**src/rtl/mux_n_reg_if.sv**
```systemverilog
// mux_n_reg_if: handshake bundle for mux_n_reg.
// The upstream producers and downstream consumer sit on the master side.
// The mux itself sits on the slave side.
interface mux_n_reg_if #(
  parameter int W    = 5,
  parameter int N    = 4,
  parameter int SELW = 2
);
  logic [N*W-1:0]  in_data;
  logic [N-1:0]    in_valid;
  logic [N-1:0]    in_ready;
  logic [SELW-1:0] sel;
  logic [W-1:0]    out_data;
  logic [SELW-1:0] out_ch;
  logic            out_valid;
  logic            out_ready;

  modport master (
    output in_data, in_valid, sel, out_ready,
    input  in_ready, out_data, out_ch, out_valid
  );

  modport slave (
    input  in_data, in_valid, sel, out_ready,
    output in_ready, out_data, out_ch, out_valid
  );
endinterface

```
**src/rtl/mux_n_reg.sv**
```systemverilog
// mux_n_reg: N-channel, W-bit multiplexer with a one-word output register.
// Every input and the output use a valid/ready handshake.
// Defining MUX_N_REG_RR_EN replaces the external sel with a round-robin
// arbiter over the valid channels. The default build uses sel directly.
module mux_n_reg #(
  parameter int W    = 5,
  parameter int N    = 4,
  parameter int SELW = 2
) (
  input logic        clk,
  input logic        rst,
  mux_n_reg_if.slave bus
);

  logic [W-1:0]    data_q;
  logic [SELW-1:0] ch_q;
  logic            valid_q;

  logic [SELW-1:0] grant;
  logic            grant_vld;
  logic            can_load;
  logic [N-1:0]    ready_vec;
  logic [W-1:0]    word;
  logic            accept;

  // The register can take a new word when empty or while its word leaves.
  assign can_load = !valid_q | bus.out_ready;

  // Steer the granted channel's word and raise only that channel's ready.
  always_comb begin
    // NOTE: every output gets a default first so no path leaves it unassigned (no latch).
    word      = '0;
    ready_vec = '0;
    for (int i = 0; i < N; i++) begin
      if (grant_vld && int'(grant) == i) begin
        word         = bus.in_data[i*W +: W];
        ready_vec[i] = can_load;
      end
    end
  end

  assign accept       = |(ready_vec & bus.in_valid);
  assign bus.in_ready = ready_vec;

  // Load on accept (also covers pop+accept), drop valid on a bare pop.
  always_ff @(posedge clk or posedge rst) begin
    // NOTE: sequential state uses non-blocking assignments so all registers update together.
    if (rst) begin
      data_q  <= '0;
      ch_q    <= '0;
      valid_q <= 1'b0;
    end else if (accept) begin
      data_q  <= word;
      ch_q    <= grant;
      valid_q <= 1'b1;
    end else if (valid_q && bus.out_ready) begin
      valid_q <= 1'b0;
    end
  end

  assign bus.out_data  = data_q;
  assign bus.out_ch    = ch_q;
  assign bus.out_valid = valid_q;

`ifdef MUX_N_REG_RR_EN
  logic [SELW-1:0] rr_ptr;
  logic [N-1:0]    rot;

  // Rotate the valids so bit 0 is the channel right after the last winner.
  // When rr_ptr+1 equals N, the shift by N is the same as no rotation.
  assign rot = N'({bus.in_valid, bus.in_valid} >> (rr_ptr + SELW'(1)));

  // Grant the nearest valid channel after rr_ptr, cyclically.
  always_comb begin
    grant     = '0;
    grant_vld = 1'b0;
    for (int j = N - 1; j >= 0; j--) begin
      if (rot[j]) begin
        grant_vld = 1'b1;
        grant     = SELW'((int'(rr_ptr) + 1 + j) % N);
      end
    end
  end

  // Remember the last winner; it gets lowest priority next time.
  always_ff @(posedge clk or posedge rst) begin
    if (rst) begin
      rr_ptr <= SELW'(N - 1);
    end else if (accept) begin
      rr_ptr <= grant;
    end
  end
`else
  // Fixed select: a value of N or more selects nothing.
  always_comb begin
    grant     = bus.sel;
    grant_vld = (int'(bus.sel) < N);
  end
`endif

endmodule

```
**src/flat_wrapper.sv**
```systemverilog
// flat-port wrapper written by rule: the top's interface ports become plain ports
module mux_n_reg_flat 
#(
  parameter int W    = 5,
  parameter int N    = 4,
  parameter int SELW = 2
)
  (clk, rst, bus_in_data, bus_in_valid, bus_sel, bus_out_ready, bus_in_ready, bus_out_data, bus_out_ch, bus_out_valid);
  mux_n_reg_if #(.W(W), .N(N), .SELW(SELW)) bus_i ();
  input logic clk;
  input logic rst;
  input wire logic [$bits(bus_i.in_data)-1:0] bus_in_data;
  input wire logic [$bits(bus_i.in_valid)-1:0] bus_in_valid;
  input wire logic [$bits(bus_i.sel)-1:0] bus_sel;
  input wire logic [$bits(bus_i.out_ready)-1:0] bus_out_ready;
  output wire logic [$bits(bus_i.in_ready)-1:0] bus_in_ready;
  output wire logic [$bits(bus_i.out_data)-1:0] bus_out_data;
  output wire logic [$bits(bus_i.out_ch)-1:0] bus_out_ch;
  output wire logic [$bits(bus_i.out_valid)-1:0] bus_out_valid;
  assign bus_i.in_data = bus_in_data;
  assign bus_i.in_valid = bus_in_valid;
  assign bus_i.sel = bus_sel;
  assign bus_i.out_ready = bus_out_ready;
  assign bus_in_ready = bus_i.in_ready;
  assign bus_out_data = bus_i.out_data;
  assign bus_out_ch = bus_i.out_ch;
  assign bus_out_valid = bus_i.out_valid;
  mux_n_reg #(.W(W), .N(N), .SELW(SELW)) u_core (.clk(clk), .rst(rst), .bus(bus_i));
endmodule
```
**config.mk**
```make
export PLATFORM = sky130hd
export DESIGN_NAME = mux_n_reg_flat
export DESIGN_NICKNAME = d
export VERILOG_FILES = /design/src/rtl/mux_n_reg_if.sv /design/src/rtl/mux_n_reg.sv /design/src/flat_wrapper.sv
export SDC_FILE = /design/constraint.sdc
export NUM_CORES = 1
export LEC_CHECK = 0
export ABC_AREA = 1
export CORE_MARGIN = 2
export CORE_UTILIZATION = 35
export CTS_CLUSTER_SIZE = 25
export DETAILED_ROUTE_END_ITERATION = 8
export GPL_TIMING_DRIVEN = 0
export PLACE_DENSITY_LB_ADDON = 0.1
export SYNTH_ARGS = -nofsm -noshare
export SYNTH_HDL_FRONTEND = slang
export SYNTH_SLANG_ARGS = --single-unit
```
**constraint.sdc**
```tcl
create_clock -name clk -period 1.35 [get_ports clk]
set_input_delay 0.27 -clock clk [delete_from_list [all_inputs] [get_ports clk]]
set_output_delay 0.27 -clock clk [all_outputs]
set_load 0.02 [all_outputs]
```
==> out/metrics.cfg, run 1 <==
[status]
status = completed

[setup_path]
reg2reg_depth = 6
worstSetupStartpointType = flip-flop
critical_path_arrival_ps = 1040
worstSetupPathType = reg -> out
cp-end-kind = primary output
required_ps = 1080
crit_path_max_fanout = 4

[clocking]
htreeDepth = 1
cts_tree = built
clkTransAtPathRegs_ps = 60
clock_path_buffers = 2
cts.sinks = 8
cts_buffers = 3
worstSkewPairLatency_ps = 250
clock-root-buffer = clkbuf_4

[placed_design]
place.port_buffers = 38
pre_cts_slack_ps = -808
finalWeightedCongestion = 0.693
dp_hpwl_um = 1290
place_inst = 145

[global_route]
grt_overflow = 0
grt_max_degree = 11
grt_use_total = 0.171
grt_pass1_wl_um = 2650
grt_pass1_vias = 658
grt_antenna_before_repair = 0

[pwr]
cellLeakagePower_nw = 0.517
finalPower_w = 0.000933
ir_drop_v = 0.000781
p_per_area_mw_per_mm2 = 867

[synthesis]
syn_avg_cell_area_um2 = 7.66
ys_top_cells_by_count = nand2_1 (22), nand3_1 (15), dfrtp_1 (8)
async_flop_share = 1.00
synth_top_cell_area_share = 0.319
yosysUniqueCellTypes = 16
yosys.area.top_type = dfrtp_1
synth_area_leaders = dfrtp_1 (32%), nand2_1 (13%), nand3_1 (12%), nand3_2 (6.4%), nor2_8 (6.4%)
yosys_warnings = 0
synth.most_common_cell = nand2_1
synth_edf_count = 0
ys_seq_elements = 8
synth_area_um2 = 628
netlist_instances = 82
ys.flop_type = dfrtp_1
syn_nets = 111
synth-seq-area-share = 0.319

[timing]
clock_skew_ps = 5.08
setup_viol = 0
worst_slew_margin_rel = 0.801
fin_ws_ps = 35.4
tightestPinTransition_ps = 298
fin_worst_hold_slack_ps = 257
finalMaxSlewViolations = 0
fin_setup_tns_ps = 0
finalHoldViolCount = 0
min_period_ps = 1310
period_share = 0.974
rsz0062_at_grt = true
max_freq_mhz = 761

[detailed_routing]
route.detailed.drc = 0
dr.pass1.iters = 3
drt-initial-drc-count = 12
routed_wirelength_um = 1580
wire_per_inst_um = 10.6
vias = 709
ant_nets = 0
routed_via_density = 4.76

[floorplanning]
chipWidth_um = 46.4
start_util = 0.368
dieHeight_um = 46.4
die_area_mm2 = 0.00215
boundaryPins = 41
core-area_mm2 = 0.00171
rows = 15

[final_layout]
fin_nets = 155
instances_no_fill = 149
drive_gt1_frac = 0.250
syn_to_final_growth_pct = 71.5
num_antenna_cells = 0
fill_cells = 147

[min_path]
holdCritPathClass = in -> async

[run]
cap_violations = 0

where the power goes:
part	switching [W]	internal, W	total (W)
sequential	0.0000272	0.000293	0.000321
combinational	0.000230	0.000198	0.000429
clock	0.0000825	0.000102	0.000184
total	0.000340	0.000594	0.000933
path summary, 6_finish.rpt:
check / startpoint / endpoint / slack (ps)
min: rst / u_core.bus.out_ch[1]$_DFFE_PP0P_ / 260
max: u_core.bus.out_valid$_DFFE_PP0P_ / bus_in_ready[0] / 40
max in group asynchronous: rst / u_core.bus.out_data[4]$_DFFE_PP0P_ / 860
max reg2reg: u_core.bus.out_valid$_DFFE_PP0P_ / u_core.bus.out_data[0]$_DFFE_PP0P_ / 170
min in group clk: u_core.bus.out_ch[1]$_DFFE_PP0P_ / u_core.bus.out_ch[1]$_DFFE_PP0P_ / 460
min reg2reg: u_core.bus.out_ch[1]$_DFFE_PP0P_ / u_core.bus.out_ch[1]$_DFFE_PP0P_ / 460
cells in the final DEF (no fill, tap or decap), drive strengths merged:
cell type      netlist  routed
buf                  4       9
dfrtp                8       8
o21ai                6       6
nor3                 3       3
inv                  7       7
dlygate4sd2          0       9
nor2                 5       5
clkdlybuf4s50        0      25
nand4                5       5
clkbuf               0       3
nand2               25      25
nand3               19      19
through the flow:
step           utilization  area, um^2
2_1_floorplan            -         628
3_3_place_gp         0.609        1040
3_5_place_dp         0.609        1040
4_1_cts              0.623        1060
5_1_grt              0.631        1080
6_report             0.631        1080
repair_timing:
action / 4_1_cts / 5_1_grt
gates resized for setup: 36 / 4
buffers inserted: 1 / 0
hold buffers: 0 / 0
pin swaps: 1 / 0
setup endpoints to repair: 12 / 3
critical path: stages (launching register included):
cell and delay [ps]:
dfrtp_1 400, nand2_4 80, inv_4 50, nor3_4 100, buf_4 160
logic make-up after synthesis:
logic type / count (synthesis) / share of synthesized area
AOI/OAI and AO/OA: 6 / 0.0478
buffers and inverters: 11 / 0.110
DFF: 8 / 0.319
and+or+nand+nor: 57 / 0.524
metal layers:
metal | global-route usage | share of wire | up-vias
met3 | 0.0471 | 0.059 | 0
met2 | 0.311 | 0.52 | 22
li1 | - | - | 367
met1 | 0.206 | 0.42 | 320
met4 | 0.0171 | 0 | 0
met5 | 0 | 0 | -
flip-flops by register name, indices dropped and copies added, names as in the netlist:
name / cells
u_core.bus.out_valid: 1
u_core.bus.out_data: 5
u_core.bus.out_ch: 2
cell type report:
class | instances | area [um^2] | share of cell area
buffer | 4 | 37.5 | 0.0348
clock buffer | 3 | 22.5 | 0.0209
inverter | 7 | 33.8 | 0.0314
multi-input combinational | 63 | 388 | 0.360
sequential | 8 | 200 | 0.186
tap | 25 | 31.3 | 0.0290
timing repair buffer | 39 | 364 | 0.338
Power figures use the tool's default switching activity.
==> run 2: changes to the inputs <==
--- a/config.mk
+++ b/config.mk
@@ -7,7 +7,7 @@
 export LEC_CHECK = 0
 export ABC_AREA = 1
 export CORE_MARGIN = 2
-export CORE_UTILIZATION = 35
+export CORE_UTILIZATION = 32
 export CTS_CLUSTER_SIZE = 25
 export DETAILED_ROUTE_END_ITERATION = 8
 export GPL_TIMING_DRIVEN = 0
==> constraint.sdc (replaced) <==
create_clock -name clk -period 1.2 [get_ports clk]
set_input_delay 0.24 -clock clk [delete_from_list [all_inputs] [get_ports clk]]
set_output_delay 0.24 -clock clk [all_outputs]
set_load 0.02 [all_outputs]
==> out/metrics.cfg, run 2 (synthesized netlist as in run 1, its figures left out) <==
[setup_path]
slowest_delay_ps = 420  ; was 400 ps
slowest_stage = dfrtp_2  ; was dfrtp_1
worstSetupStartpointType = flip-flop  ; unchanged
path_cells = nand2_4 > inv_6 > nor3_4 > buf_6  ; was nand2_4 > inv_4 > nor3_4 > buf_4
worstSetupPathType = reg -> out  ; unchanged
ff2ff_setup_slack_ps = -30  ; was 170 ps
cp-end-kind = primary output  ; unchanged
required_ps = 960  ; was 1080 ps
critical_path_arrival_ps = 1090  ; was 1040 ps
crit_path_max_fanout = 4  ; unchanged

[timing]
clock_skew_ps = 12.6  ; was 5.08 ps
tightestPinTransition_ps = 293  ; was 298 ps
fin_ws_ps = -126  ; was 35.4 ps
fin_worst_hold_slack_ps = 222  ; was 257 ps
finalMaxSlewViolations = 0  ; unchanged
finalHoldViolCount = 0  ; unchanged
min_period_ps = 1330
rsz0062_at_grt = true  ; unchanged
fin_setup_tns_ps = -547  ; was 0 ps
setup_viol = 10  ; was 0
worst_slew_margin_rel = 0.804  ; was 0.801
period_share = 1.11
max_freq_mhz = 754

[floorplanning]
core-area_mm2 = 0.00190  ; was 0.00171 mm^2
dieHeight_um = 48.3  ; was 46.4 um
chipWidth_um = 48.3  ; was 46.4 um
start_util = 0.330  ; was 0.368
rows = 16  ; was 15
boundaryPins = 41  ; unchanged
die_area_mm2 = 0.00233  ; was 0.00215 mm^2

[final_layout]
num_antenna_cells = 0  ; unchanged
fin_nets = 156  ; was 155
syn_to_final_growth_pct = 84.7  ; was 71.5%
final_cell_area_mm2 = 0.00116  ; was 0.00108 mm^2
drive_gt1_frac = 0.278  ; was 0.250
final_common_cell = clkdlybuf4s50_1  ; unchanged
largest_register_ffs = 5  ; unchanged
layout_common_cells = clkdlybuf4s50_1 (25), nand2_1 (21), nand3_1 (15)  ; was clkdlybuf4s50_1 (25), nand2_1 (21), nand3_1 (15), dlygate4sd2_1 (9), dfrtp_1 (8)

[status]
violations = negative setup slack
status = complete, but fails checks  ; was completed

[clocking]
cts.sinks = 8  ; unchanged
cts_buffers = 3  ; unchanged
cts_tree = built  ; unchanged
worstSkewPairLatency_ps = 260  ; was 250 ps
clock_path_buffers = 2  ; unchanged
htreeDepth = 1  ; unchanged
clkTransAtPathRegs_ps = 60  ; about the same
cts-hold-fix-buffers = 0  ; unchanged
clock-root-buffer = clkbuf_4  ; unchanged

[global_route]
grt_pass1_vias = 665  ; was 658
grt_pass1_wl_um = 2990  ; was 2650 um
grt_overflow = 0  ; unchanged
grt_use_total = 0.164  ; was 0.171
grt_max_degree = 11  ; unchanged
grt_antenna_before_repair = 0  ; unchanged

[detailed_routing]
routed_wirelength_um = 1840  ; was 1580 um
ant_nets = 0  ; unchanged
wire_per_inst_um = 12.0  ; was 10.6 um
drt-initial-drc-count = 11  ; was 12
routed_via_density = 4.84  ; was 4.76
vias = 740  ; was 709
route.detailed.drc = 0  ; unchanged
dr.pass1.iters = 4  ; was 3

[run]
cap_violations = 0  ; unchanged

[pwr]
cellLeakagePower_nw = 0.521  ; was 0.517 nW
finalPower_w = 0.00113  ; was 0.000933 W
ir_drop_v = 0.000997  ; was 0.000781 V
p_per_area_mw_per_mm2 = 977  ; was 867 mW/mm^2

[placed_design]
finalWeightedCongestion = 0.729  ; was 0.693
dpl_cell_area_mm2 = 0.00109  ; was 0.00104 mm^2
dp_hpwl_um = 1450  ; was 1290 um
place.port_buffers = 38  ; unchanged

[min_path]
holdCritPathClass = in -> async  ; unchanged

run 2: timing repair:
item,4_1_cts,5_1_grt
buffers inserted,1,1
resized for setup,40,12
pin swaps,3,2
endpoints found under the setup margin,12,20
run 2: final cells by class:
| type | instances | area (um^2) |
|---|---|---|
| fill | 185 | 742 |
| multi-input combinational | 63 | 424 |
| tap | 27 | 33.8 |
| inverter | 7 | 36.3 |
| sequential | 8 | 201 |
| clock buffer | 4 | 26.3 |
| buffer | 4 | 37.5 |
| timing repair buffer | 40 | 400 |
run 2: per-layer routing:
layer	part of all wire	track usage
met1	0.38	0.183
met4	0	0.0143
met2	0.55	0.301
met3	0.066	0.0679
met5	0	0
run 2: stage by stage:
stage | utilization | cells | setup slack [ps]
floorplan | - | 82 | 34.3
global placement | 0.572 | 147 | -790
detailed placement | 0.572 | 147 | -798
CTS | 0.597 | 152 | -175
global route | 0.610 | 153 | -170
finish | 0.610 | 153 | -126
run 2: final timing paths:
path	from	depth (start not counted)	to
hold reg to reg	u_core.bus.out_ch[1]$_DFFE_PP0P_	2	u_core.bus.out_ch[1]$_DFFE_PP0P_
hold / removal	rst	2	u_core.bus.out_ch[1]$_DFFE_PP0P_
max in group asynchronous	rst	2	u_core.bus.out_valid$_DFFE_PP0P_
setup reg to reg	u_core.bus.out_valid$_DFFE_PP0P_	6	u_core.bus.out_ch[0]$_DFFE_PP0P_
setup / recovery	u_core.bus.out_valid$_DFFE_PP0P_	4	bus_in_ready[1]
min in group clk	bus_sel[1]	5	u_core.bus.out_data[0]$_DFFE_PP0P_
run 2: report_power, final:
part | internal [W] | switching, W
Combinational | 0.000261 | 0.000285
Sequential | 0.000331 | 0.0000332
Clock | 0.000127 | 0.0000961
run 2: critical path: cells and delay by family (launching register included):
family / cells / cell delay [ps]
flops: 1 / 420
simple gates: 2 / 210
buf+inv: 2 / 190
